File: src/rtl/mc_core_pkg.sv
// Shared definitions for the mc_core microcontroller: instruction fields,
// opcodes, FSM states and small arithmetic helpers.
package mc_core_pkg;

   localparam int OP_MSB = 15;
   localparam int OP_LSB = 11;
   localparam int RD_MSB = 10;
   localparam int RD_LSB = 8;
   localparam int RS_MSB = 7;
   localparam int RS_LSB = 5;
   localparam int IMM_MSB = 7;
   localparam int IMM_LSB = 0;
   localparam logic [2:0] LINK_REG = 3'd7;

   typedef enum logic [4:0] {
      OP_ADD    = 5'd0,
      OP_SUB    = 5'd1,
      OP_ADDI   = 5'd2,
      OP_SHLLI  = 5'd3,
      OP_SHRLI  = 5'd4,
      OP_JUMP   = 5'd5,
      OP_JUMPLI = 5'd6,
      OP_JUMPL  = 5'd7,
      OP_JUMPG  = 5'd8,
      OP_JUMPE  = 5'd9,
      OP_JUMPNE = 5'd10,
      OP_CMP    = 5'd11,
      OP_RET    = 5'd12,
      OP_LOAD   = 5'd13,
      OP_LOADI  = 5'd14,
      OP_STORE  = 5'd15,
      OP_MOV    = 5'd16
   } opcode_e;

   typedef enum logic [2:0] {
      ST_FETCH,
      ST_DECODE,
      ST_EXECUTE,
      ST_LOAD1,
      ST_LOAD2,
      ST_STORE1,
      ST_STORE2,
      ST_HALT
   } state_e;

   function automatic logic op_is_legal(input logic [4:0] op);
      return op <= OP_MOV;
   endfunction

   // Signed overflow of a + b from the operand and result sign bits.
   // For a subtraction pass the inverted sign of the subtrahend.
   function automatic logic add_ovf(input logic a_msb, input logic b_msb, input logic r_msb);
      return (a_msb == b_msb) && (r_msb != a_msb);
   endfunction

endpackage

File: src/rtl/mc_regfile.sv
// Eight-entry register file: two combinational read ports, one write port
// committed on the rising clock edge, so a same-cycle read sees the old value.
module mc_regfile
   import mc_core_pkg::*;
#(
   parameter int DATA_W = 24
) (
   input  logic              clk,
   input  logic              rst_n,
   input  logic [2:0]        ra_addr_i,
   output logic [DATA_W-1:0] ra_data_o,
   input  logic [2:0]        rb_addr_i,
   output logic [DATA_W-1:0] rb_data_o,
   input  logic              wr_en_i,
   input  logic [2:0]        wr_addr_i,
   input  logic [DATA_W-1:0] wr_data_i
);

   logic [DATA_W-1:0] regs_q [8];

   always_ff @(posedge clk or negedge rst_n) begin
      if (!rst_n) begin
         for (int i = 0; i < 8; i++) begin
            regs_q[i] <= '0;
         end
      end else if (wr_en_i) begin
         regs_q[wr_addr_i] <= wr_data_i;
      end
   end

   assign ra_data_o = regs_q[ra_addr_i];
   assign rb_data_o = regs_q[rb_addr_i];

endmodule

File: src/rtl/mc_core.sv
// Multi-cycle 16-bit-instruction core: FETCH/DECODE/EXECUTE with separate
// load and store phases on a single request/ready memory port.
module mc_core
   import mc_core_pkg::*;
#(
   parameter int                DATA_W   = 24,
   parameter int                ADDR_W   = 24,
   parameter logic [ADDR_W-1:0] RESET_PC = '0
) (
   input  logic              clk,
   input  logic              rst_n,
   input  logic [15:0]       mem_to_core_data,
   input  logic              mem_to_core_ready,
   output logic              core_to_mem_req,
   output logic [ADDR_W-1:0] core_to_mem_addr,
   output logic [15:0]       core_to_mem_data,
   output logic              core_to_mem_write_enable,
   output logic              halted,
   output logic [ADDR_W-1:0] dbg_pc
);

   state_e            state_q;
   logic [ADDR_W-1:0] pc_q;
   logic [ADDR_W-1:0] addr_q;
   logic [15:0]       instr_q;
   logic [15:0]       ld_data_q;
   logic [15:0]       wdata_q;
   logic [DATA_W-1:0] rd_val_q;
   logic [DATA_W-1:0] rs_val_q;
   logic              zf_q;
   logic              sf_q;
   logic              of_q;
   logic              req_q;
   logic              we_q;
   logic              halted_q;

   logic [4:0]        op;
   logic [2:0]        rd_idx;
   logic [2:0]        rs_idx;
   logic [7:0]        imm8;

   logic [2:0]        rf_ra_addr;
   logic [DATA_W-1:0] rf_ra_data;
   logic [DATA_W-1:0] rf_rb_data;
   logic              rf_wr_en;
   logic [2:0]        rf_wr_addr;
   logic [DATA_W-1:0] rf_wr_data;

   logic [ADDR_W-1:0] pc_inc;
   logic [ADDR_W-1:0] pc_rel;
   logic [ADDR_W-1:0] pc_d;
   logic [DATA_W-1:0] imm_ext;
   logic [DATA_W-1:0] sum_res;
   logic [DATA_W-1:0] dif_res;
   logic [DATA_W-1:0] addi_res;
   logic [DATA_W-1:0] shl_res;
   logic [DATA_W-1:0] shr_res;
   logic              lt;
   logic              wb_en;
   logic [2:0]        wb_idx;
   logic [DATA_W-1:0] wb_val;
   logic              flag_en;
   logic [DATA_W-1:0] flag_res;
   logic              flag_ovf;

   assign op     = instr_q[OP_MSB:OP_LSB];
   assign rd_idx = instr_q[RD_MSB:RD_LSB];
   assign rs_idx = instr_q[RS_MSB:RS_LSB];
   assign imm8   = instr_q[IMM_MSB:IMM_LSB];

   // RET needs R7, so port A is steered to the link register for it.
   assign rf_ra_addr = (op == OP_RET) ? LINK_REG : rd_idx;

   mc_regfile #(
      .DATA_W (DATA_W)
   ) u_regfile (
      .clk       (clk),
      .rst_n     (rst_n),
      .ra_addr_i (rf_ra_addr),
      .ra_data_o (rf_ra_data),
      .rb_addr_i (rs_idx),
      .rb_data_o (rf_rb_data),
      .wr_en_i   (rf_wr_en),
      .wr_addr_i (rf_wr_addr),
      .wr_data_i (rf_wr_data)
   );

   always_comb begin
      pc_inc   = pc_q + ADDR_W'(1);
      pc_rel   = pc_inc + ADDR_W'($signed(imm8));
      imm_ext  = DATA_W'($signed(imm8));
      sum_res  = rd_val_q + rs_val_q;
      dif_res  = rd_val_q - rs_val_q;
      addi_res = rd_val_q + imm_ext;
      shl_res  = (int'(imm8[4:0]) >= DATA_W) ? '0 : (rd_val_q << imm8[4:0]);
      shr_res  = (int'(imm8[4:0]) >= DATA_W) ? '0 : (rd_val_q >> imm8[4:0]);
      lt       = sf_q ^ of_q;
      pc_d     = pc_inc;
      wb_en    = 1'b0;
      wb_idx   = rd_idx;
      wb_val   = '0;
      flag_en  = 1'b0;
      flag_res = dif_res;
      flag_ovf = add_ovf(rd_val_q[DATA_W-1], ~rs_val_q[DATA_W-1], dif_res[DATA_W-1]);
      case (op)
         OP_ADD: begin
            wb_en    = 1'b1;
            wb_val   = sum_res;
            flag_en  = 1'b1;
            flag_res = sum_res;
            flag_ovf = add_ovf(rd_val_q[DATA_W-1], rs_val_q[DATA_W-1], sum_res[DATA_W-1]);
         end
         OP_SUB: begin
            wb_en   = 1'b1;
            wb_val  = dif_res;
            flag_en = 1'b1;
         end
         OP_ADDI: begin
            wb_en    = 1'b1;
            wb_val   = addi_res;
            flag_en  = 1'b1;
            flag_res = addi_res;
            flag_ovf = add_ovf(rd_val_q[DATA_W-1], imm_ext[DATA_W-1], addi_res[DATA_W-1]);
         end
         OP_CMP:    flag_en = 1'b1;
         OP_SHLLI: begin
            wb_en  = 1'b1;
            wb_val = shl_res;
         end
         OP_SHRLI: begin
            wb_en  = 1'b1;
            wb_val = shr_res;
         end
         OP_MOV: begin
            wb_en  = 1'b1;
            wb_val = rs_val_q;
         end
         OP_JUMP: pc_d = ADDR_W'(rs_val_q);
         OP_JUMPLI: begin
            wb_en  = 1'b1;
            wb_idx = LINK_REG;
            wb_val = DATA_W'(pc_inc);
            pc_d   = pc_rel;
         end
         OP_JUMPL:  pc_d = lt ? pc_rel : pc_inc;
         OP_JUMPG:  pc_d = (!zf_q && !lt) ? pc_rel : pc_inc;
         OP_JUMPE:  pc_d = zf_q ? pc_rel : pc_inc;
         OP_JUMPNE: pc_d = !zf_q ? pc_rel : pc_inc;
         OP_RET:    pc_d = ADDR_W'(rd_val_q);
         default:   ;
      endcase
   end

   assign rf_wr_en   = ((state_q == ST_EXECUTE) && wb_en) || (state_q == ST_LOAD2);
   assign rf_wr_addr = (state_q == ST_LOAD2) ? rd_idx : wb_idx;
   assign rf_wr_data = (state_q == ST_LOAD2) ? DATA_W'(ld_data_q) : wb_val;

   // Memory request outputs are registered: each transition into a request
   // state loads req/addr/we/data, which then hold until ready is seen.
   always_ff @(posedge clk or negedge rst_n) begin
      if (!rst_n) begin
         state_q   <= ST_FETCH;
         pc_q      <= RESET_PC;
         addr_q    <= RESET_PC;
         instr_q   <= '0;
         ld_data_q <= '0;
         wdata_q   <= '0;
         rd_val_q  <= '0;
         rs_val_q  <= '0;
         zf_q      <= 1'b0;
         sf_q      <= 1'b0;
         of_q      <= 1'b0;
         req_q     <= 1'b0;
         we_q      <= 1'b0;
         halted_q  <= 1'b0;
      end else begin
         case (state_q)
            ST_FETCH: begin
               if (!req_q) begin
                  req_q  <= 1'b1;
                  we_q   <= 1'b0;
                  addr_q <= pc_q;
               end else if (mem_to_core_ready) begin
                  instr_q <= mem_to_core_data;
                  req_q   <= 1'b0;
                  state_q <= ST_DECODE;
               end
            end
            ST_DECODE: begin
               rd_val_q <= rf_ra_data;
               rs_val_q <= rf_rb_data;
               case (op)
                  OP_LOAD, OP_LOADI: begin
                     req_q   <= 1'b1;
                     we_q    <= 1'b0;
                     addr_q  <= (op == OP_LOAD) ? ADDR_W'(rf_rb_data) : ADDR_W'(imm8);
                     state_q <= ST_LOAD1;
                  end
                  OP_STORE: begin
                     req_q   <= 1'b1;
                     we_q    <= 1'b1;
                     addr_q  <= ADDR_W'(rf_rb_data);
                     wdata_q <= rf_ra_data[15:0];
                     state_q <= ST_STORE1;
                  end
                  default: begin
                     if (op_is_legal(op)) begin
                        state_q <= ST_EXECUTE;
                     end else begin
                        halted_q <= 1'b1;
                        state_q  <= ST_HALT;
                     end
                  end
               endcase
            end
            ST_EXECUTE: begin
               if (flag_en) begin
                  zf_q <= (flag_res == '0);
                  sf_q <= flag_res[DATA_W-1];
                  of_q <= flag_ovf;
               end
               pc_q    <= pc_d;
               req_q   <= 1'b1;
               we_q    <= 1'b0;
               addr_q  <= pc_d;
               state_q <= ST_FETCH;
            end
            ST_LOAD1: begin
               if (mem_to_core_ready) begin
                  ld_data_q <= mem_to_core_data;
                  req_q     <= 1'b0;
                  state_q   <= ST_LOAD2;
               end
            end
            ST_STORE1: begin
               if (mem_to_core_ready) begin
                  req_q   <= 1'b0;
                  we_q    <= 1'b0;
                  wdata_q <= '0;
                  state_q <= ST_STORE2;
               end
            end
            ST_LOAD2, ST_STORE2: begin
               pc_q    <= pc_inc;
               req_q   <= 1'b1;
               we_q    <= 1'b0;
               addr_q  <= pc_inc;
               state_q <= ST_FETCH;
            end
            ST_HALT: begin
               req_q <= 1'b0;
               we_q  <= 1'b0;
            end
            default: state_q <= ST_HALT;
         endcase
      end
   end

   assign core_to_mem_req          = req_q;
   assign core_to_mem_addr         = addr_q;
   assign core_to_mem_data         = wdata_q;
   assign core_to_mem_write_enable = we_q;
   assign halted                   = halted_q;
   assign dbg_pc                   = pc_q;

endmodule

File: config.mk
export PLATFORM = sky130hd
export DESIGN_NAME = mc_core
export DESIGN_NICKNAME = d
export VERILOG_FILES = /design/src/rtl/mc_core_pkg.sv /design/src/rtl/mc_regfile.sv /design/src/rtl/mc_core.sv
export SDC_FILE = /design/constraint.sdc
export NUM_CORES = 1
export LEC_CHECK = 0
export CAP_MARGIN = 40
export CORE_AREA = 2 2 242 244
export DETAILED_ROUTE_END_ITERATION = 6
export DIE_AREA = 0 0 244 246
export PLACE_DENSITY = 0.68
export SKIP_CTS_REPAIR_TIMING = 1
export SLEW_MARGIN = 20
export SYNTH_ARGS = -nofsm -noshare
export SYNTH_HDL_FRONTEND = slang
export SYNTH_SLANG_ARGS = --single-unit
File: constraint.sdc
create_clock -name clk -period 5.7 [get_ports clk]
set_input_delay 0.855 -clock clk [delete_from_list [all_inputs] [get_ports clk]]
set_output_delay 0.855 -clock clk [all_outputs]
set_load 0.005 [all_outputs]
# ---- Yosys cells after proc, flatten, opt, wreduce, memory -nomap -nowiden
# Cells that the tools add are included.
dict set report totals {
  word_cells 162
  latchBits 0
  reg_bits 345
  mem_count 0
  output_inout_bits 67
  rom_bits 0
  ramBits 0
  inputBits 19
}
dict set report classes {
  multipliers 0
  mux 48
  magnitude_cmp 6
  n_div 0
  shift 2
  eq_ne 38
  n_bitwise 7
  addsub 5
  n_reduce_logical 34
}
# cell count
set ops {}
lappend ops {{24-bit two-way mux} 14}
lappend ops {{24-bit one-hot mux with 7 select lines} 2}
lappend ops {{192-bit bitwise mux} 1}
lappend ops {{24-bit binary-select mux with 3-bit select} 2}
lappend ops {{24-bit one-hot mux with 2 select lines} 3}
lappend ops {{24-bit one-hot mux with 4 select lines} 1}
lappend ops {{24-bit adder} 3}
lappend ops {{24-bit demux with 3-bit select} 1}
lappend ops {{5-bit by 4-bit == test with 1-bit output (second input constant)} 8}
lappend ops {{16-bit two-way mux} 2}
lappend ops {{16-bit one-hot mux with 2 select lines} 1}
lappend ops {{24-bit by 1-bit adder with 24-bit output (second input constant)} 1}
lappend ops {{24-bit zero test} 1}
lappend ops {{3-bit two-way mux} 8}
lappend ops {{24-bit by 5-bit << shifter with 24-bit output} 1}
lappend ops {{24-bit by 5-bit >> shifter with 24-bit output} 1}
lappend ops {{24-bit subtractor} 1}
lappend ops {{5-bit by 3-bit == test with 1-bit output (second input constant)} 4}
lappend ops {{3-bit one-hot mux with 5 select lines} 1}
lappend ops {{2-bit inequality test (second input constant)} 7}
lappend ops {{3-bit == test (second input constant)} 4}
lappend ops {{4-bit greater-or-equal comparator (second input constant)} 3}
lappend ops {{3-bit NOT with 4-bit output} 3}
lappend ops {{3-bit AND reduction} 4}
lappend ops {{34 further kinds} 63}

# ---- Logic depth before layout (Yosys ltp)
dict set report logic_depth {
  word_depth 9
  depth_mapped 18
}

# ---- By module
# A second synthesis with hierarchy kept.
dict set report unflattened {
  hier_cells 2557
  area_unflattened_um2 25573.3
}
# module cells_per_inst instances area_per_inst_um2
set modules_own_cells {}
lappend modules_own_cells {mc_core 1972 1 15529.9}
lappend modules_own_cells {mc_regfile 585 1 10043.4}

# ---- Least setup slack after synthesis
# OpenSTA, ideal clock, no wires.
dict set report synth_path {
  path_type {register to register}
  from {reg pc_q[0], in the netlist dbg_pc[0]}
  to {reg addr_q[21], in the netlist core_to_mem_addr[21]}
  period_less_slack_ns 3.696
  path_stages_with_launch 19
  path_buffers 0
  path_slack_ns 2.004
  t_arrival_ns 3.555
  cell_sequence {dfrtp_1 -> ha_1 -> nand3_1 -> nor2_1 -> nand3_1 -> nor2_1 -> xor2_1 -> ha_1 -> nand2_1 -> nand2b_1 -> a21o_1 -> a21oi_1 -> o21ai_0 -> a31oi_1 -> o21ai_1 -> o21a_1 -> or3_1 -> a31oi_1 -> a31oi_1}
}
dict set report synth_via {
  elab_chain_cells 5
  word_cells_on_any_way 8
  cone_classes {add/sub (2); mux (6)}
}
# item line
set synth_rtl {}
lappend synth_rtl {{from (decl)} mc_core.sv:23} ;# logic [ADDR_W-1:0] pc_q;
lappend synth_rtl {{from (signal assigned)} mc_core.sv:222} ;# pc_q <= pc_d;
lappend synth_rtl {{from (signal assigned)} mc_core.sv:244} ;# pc_q <= pc_inc;
lappend synth_rtl {{24-bit by 1-bit adder with 24-bit output *} mc_core.sv:89} ;# pc_inc = pc_q + ADDR_W'(1);
lappend synth_rtl {{24-bit adder} mc_core.sv:90} ;# pc_rel = pc_inc + ADDR_W'($signed(imm8));
lappend synth_rtl {{24-bit two-way mux, on equally long branches} n/a}
lappend synth_rtl {{24-bit one-hot mux with 7 select lines} mc_core.sv:105} ;# case (op)
lappend synth_rtl {{24-bit one-hot mux with 4 select lines *} mc_core.sv:177} ;# case (state_q)
lappend synth_rtl {{to (signal assigned)} mc_core.sv:182} ;# addr_q <= pc_q;
lappend synth_rtl {{to (signal assigned)} mc_core.sv:196} ;# addr_q <= (op == OP_LOAD) ? ADDR_W'(rf_rb_data) : ADDR_W'(imm8);
lappend synth_rtl {{to (signal assigned)} mc_core.sv:202} ;# addr_q <= ADDR_W'(rf_rb_data);
lappend synth_rtl {{to (decl)} mc_core.sv:24} ;# logic [ADDR_W-1:0] addr_q;
# Every way passes the cells marked *; elsewhere a longest branch is shown, timed or not.
# A chain may end at the register's enable or synchronous reset.

# ---- Worst setup path in the final report
# Ends and elaborated chain as after synthesis.

==> flow_summary.toml <==
[global_routing]
grt_max_degree = 111
antenna_found_initial = 1
grt_first_pass_wirelength_mm = 148
grt_util_all_layers_pct = 32.6
grt_pass1_vias = 22700
grt-ovfl-total = 0

[finish]
final_nets = 2986
syn_to_final_growth_pct = 12.0
drive_above_1_share_pct = 15.5
fin_cells = 3660

[sta]
fmax_mhz = 228
setup_viol = 0
clock_skew_ns = 0.0278
slew_headroom_pct = 34.4
worst_pin_slew_ns = 0.977
setup_tns_ns = 0
post-route-period-util_pct = 76.9
hold_violations = 0
fin_crit_ns = 4.38
maxSlewViolCount = 0
rsz0062_at_grt = "false"

[min_path]
min_path_type = "in -> async"

[floorplanning]
die_width_um = 244
rows = 88
start_util_pct = 44.8
core_um2 = 57400
ioPinCount = 86
die-area_um2 = 60000
die_y_um = 246

[detailed_routing]
route.vias.total = 24000
first_iter_violations = 3176
antenna_left = 0
drc = 10
wl_per_cell_um = 27.4
routed_via_density = 6.56
drtPass1Iterations = 7
drt-total-wl_mm = 100

[logic_synthesis]
synth_compound_area_share_pct = 20.9
synth_area_um2 = 25700
syn-num-nets = 2981
ys.flop_type = "dfrtp_1"
yosys_warnings = 0
synth_common_cells = "nand2_1, dfrtp_1, o21ai_0, mux2_2, nor2_1"
ys_ff_latch = 345
synth_fa_ha_area_share_pct = 5.09
synth_top_family_by_area = "compound AO/OA/AOI/OAI gates"
ys_types = 89
synth_area_leader_cell = "dfrtp_1"
yosysTopAreaCellShare_pct = 33.6
syn_inst = 2860
yosysMostFrequentCell = "nand2_1"
syn_area_per_cell_um2 = 8.98
yosysSeqAreaShare_pct = 33.6
yosys.area_share.simple_pct = 13.8
synth_area_leaders = "dfrtp_1, mux2_2, nand2_1, o21ai_0, mux4_2"
synth-xor-area-share_pct = 3.55
ys_async_sr_fraction_pct = 100
synth_edf_count = 0
synthMuxAreaShare_pct = 18.7

[cts]
clock_path_buffers = 3
cts_max_level = 2
clk_latency_ns = 0.55
cts_buffers = 38
cts_tree = "built"
cts_root_buf = "clkbuf_16"
path_clk_slew_ns = 0.06
cts.sink_count = 345

[power]
switching_share_pct = 51.3
cellLeakagePower_nw = 12.4
p_per_area_nw_per_um2 = 678
p_int_mw = 9.51
switching_power_mw = 10.0
clockPowerShare_pct = 13.7
combPwrFrac_pct = 61.8
ir_worst_vdd_uv = 341
power.share.sequential_pct = 24.5

[placement]
routabilityCongestion = 1.08
placed_cells = 3580
io_buffers = 85
dp_hpwl_mm = 74.1

[status]
violations = "DRC"
status = "finished, violations left"

[run]
max_cap_violations = 0

[setup_path]
worstSetupPathType = "reg -> reg"
worstSetupEndpointType = "register"
start_kind = "register"
cp.arrival_ns = 4.79
r2r_setup_slack_ns = 1.32
cp.required_ns = 6.10
crit_path_max_fanout = 8
==> power by group through the flow <==
stage / Combinational, mW / Clock, mW / Sequential (mW)
final: 12.1 / 2.68 / 4.78
after global routing: 12.8 / 2.80 / 4.83
after CTS: 11.6 / 2.71 / 4.69
after detailed placement: 11.6 / 0 / 4.73
after global placement: 11.3 / 0 / 4.66
after floorplan: 8.08 / 0 / 3.95
==> per-stage QoR <==
step,cell area (µm²),utilization [%],hold WS [ns],setup slack (ns),power (mW)
5_1_grt,28800,50.1,0.424,0.987,20.5
4_1_cts,28700,50.0,0.379,1.40,19.0
2_1_floorplan,25700,-,0.460,2.00,12.0
3_5_place_dp,27300,47.6,0.474,1.41,16.3
3_3_place_gp,27200,47.4,0.470,1.43,16.0
6_report,28800,50.2,0.357,1.32,19.5
==> metal layers <==
metal  up-vias  share of wire (%)  GRT usage [%]
met3       285                9.5           5.47
met5         -                  0              0
met4         0                7.0           20.3
met1     11900                 40           43.4
met2      1362                 44           49.5
li1      10500                  -              -
==> registers in the layout (all words and copies together) (netlist names), 3 cells and up <==
signal            flops
rs_val_q             24
ld_data_q            16
dbg_pc               24
instr_q              16
core_to_mem_addr     24
state_q               3
u_regfile.regs_q    192
core_to_mem_data     16
rd_val_q             24
==> cells by family after synthesis <==
group                      count (synthesis)
buffers and inverters                    279
AOI/OAI and AO/OA                        850
DFF                                      345
muxes                                    383
xor gates and xnor gates                 104
and+or+nand+nor                          797
adders and majority gates                102
==> worst paths after layout <==
path	from	to	cells after the start
worst min-delay path	rst_n	u_regfile.regs_q[186]	1
max in group asynchronous	rst_n	u_regfile.regs_q[1]	2
worst max register to register	dbg_pc[0]	core_to_mem_addr[21]	18
worst max-delay path	dbg_pc[0]	core_to_mem_addr[21]	18
min in group clk	core_to_mem_data[12]	core_to_mem_data[12]	2
worst min register to register	core_to_mem_data[12]	core_to_mem_data[12]	2
==> critical path, cell delays in order, from the launching register on <==
cell      delay, ns
dfrtp_1        0.49
ha_1           0.23
nand3_1        0.12
nor2_1         0.30
nand3_1        0.20
nor2_1         0.17
xor2_1         0.38
ha_1           0.38
nand2_1        0.12
nand2b_1       0.06
a21o_1         0.18
a21oi_1        0.13
o21ai_0        0.09
a31oi_1        0.33
o21ai_1        0.21
o21a_1         0.22
or3_1          0.30
a31oi_1        0.23
a31oi_1        0.11
==> cell usage in the layout (no fill, tap or decap), types with 40 or more instances in the layout <==
cell               n
xnor2_1           66
nor2_1           176
mux2i_1          107
dfrtp_1          338
mux2_2           197
buf_4             60
mux4_2            55
o22ai_1           40
nor3_1            42
ha_1              98
nand2_1          376
inv_1             74
o21ai_0          259
nand3_1           51
clkdlybuf4s50_1   84
a21oi_1          174
==> cell type report <==
class / instances / area [µm²]
antenna: 1 / 2.50
clock buffer: 49 / 1070
clock inverter: 20 / 274
fill: 5255 / 28600
inverter: 79 / 297
multi-input combinational: 2236 / 16000
sequential: 345 / 8650
tap: 765 / 957
timing repair buffer: 165 / 1540
(Power assumes the default switching activity.)
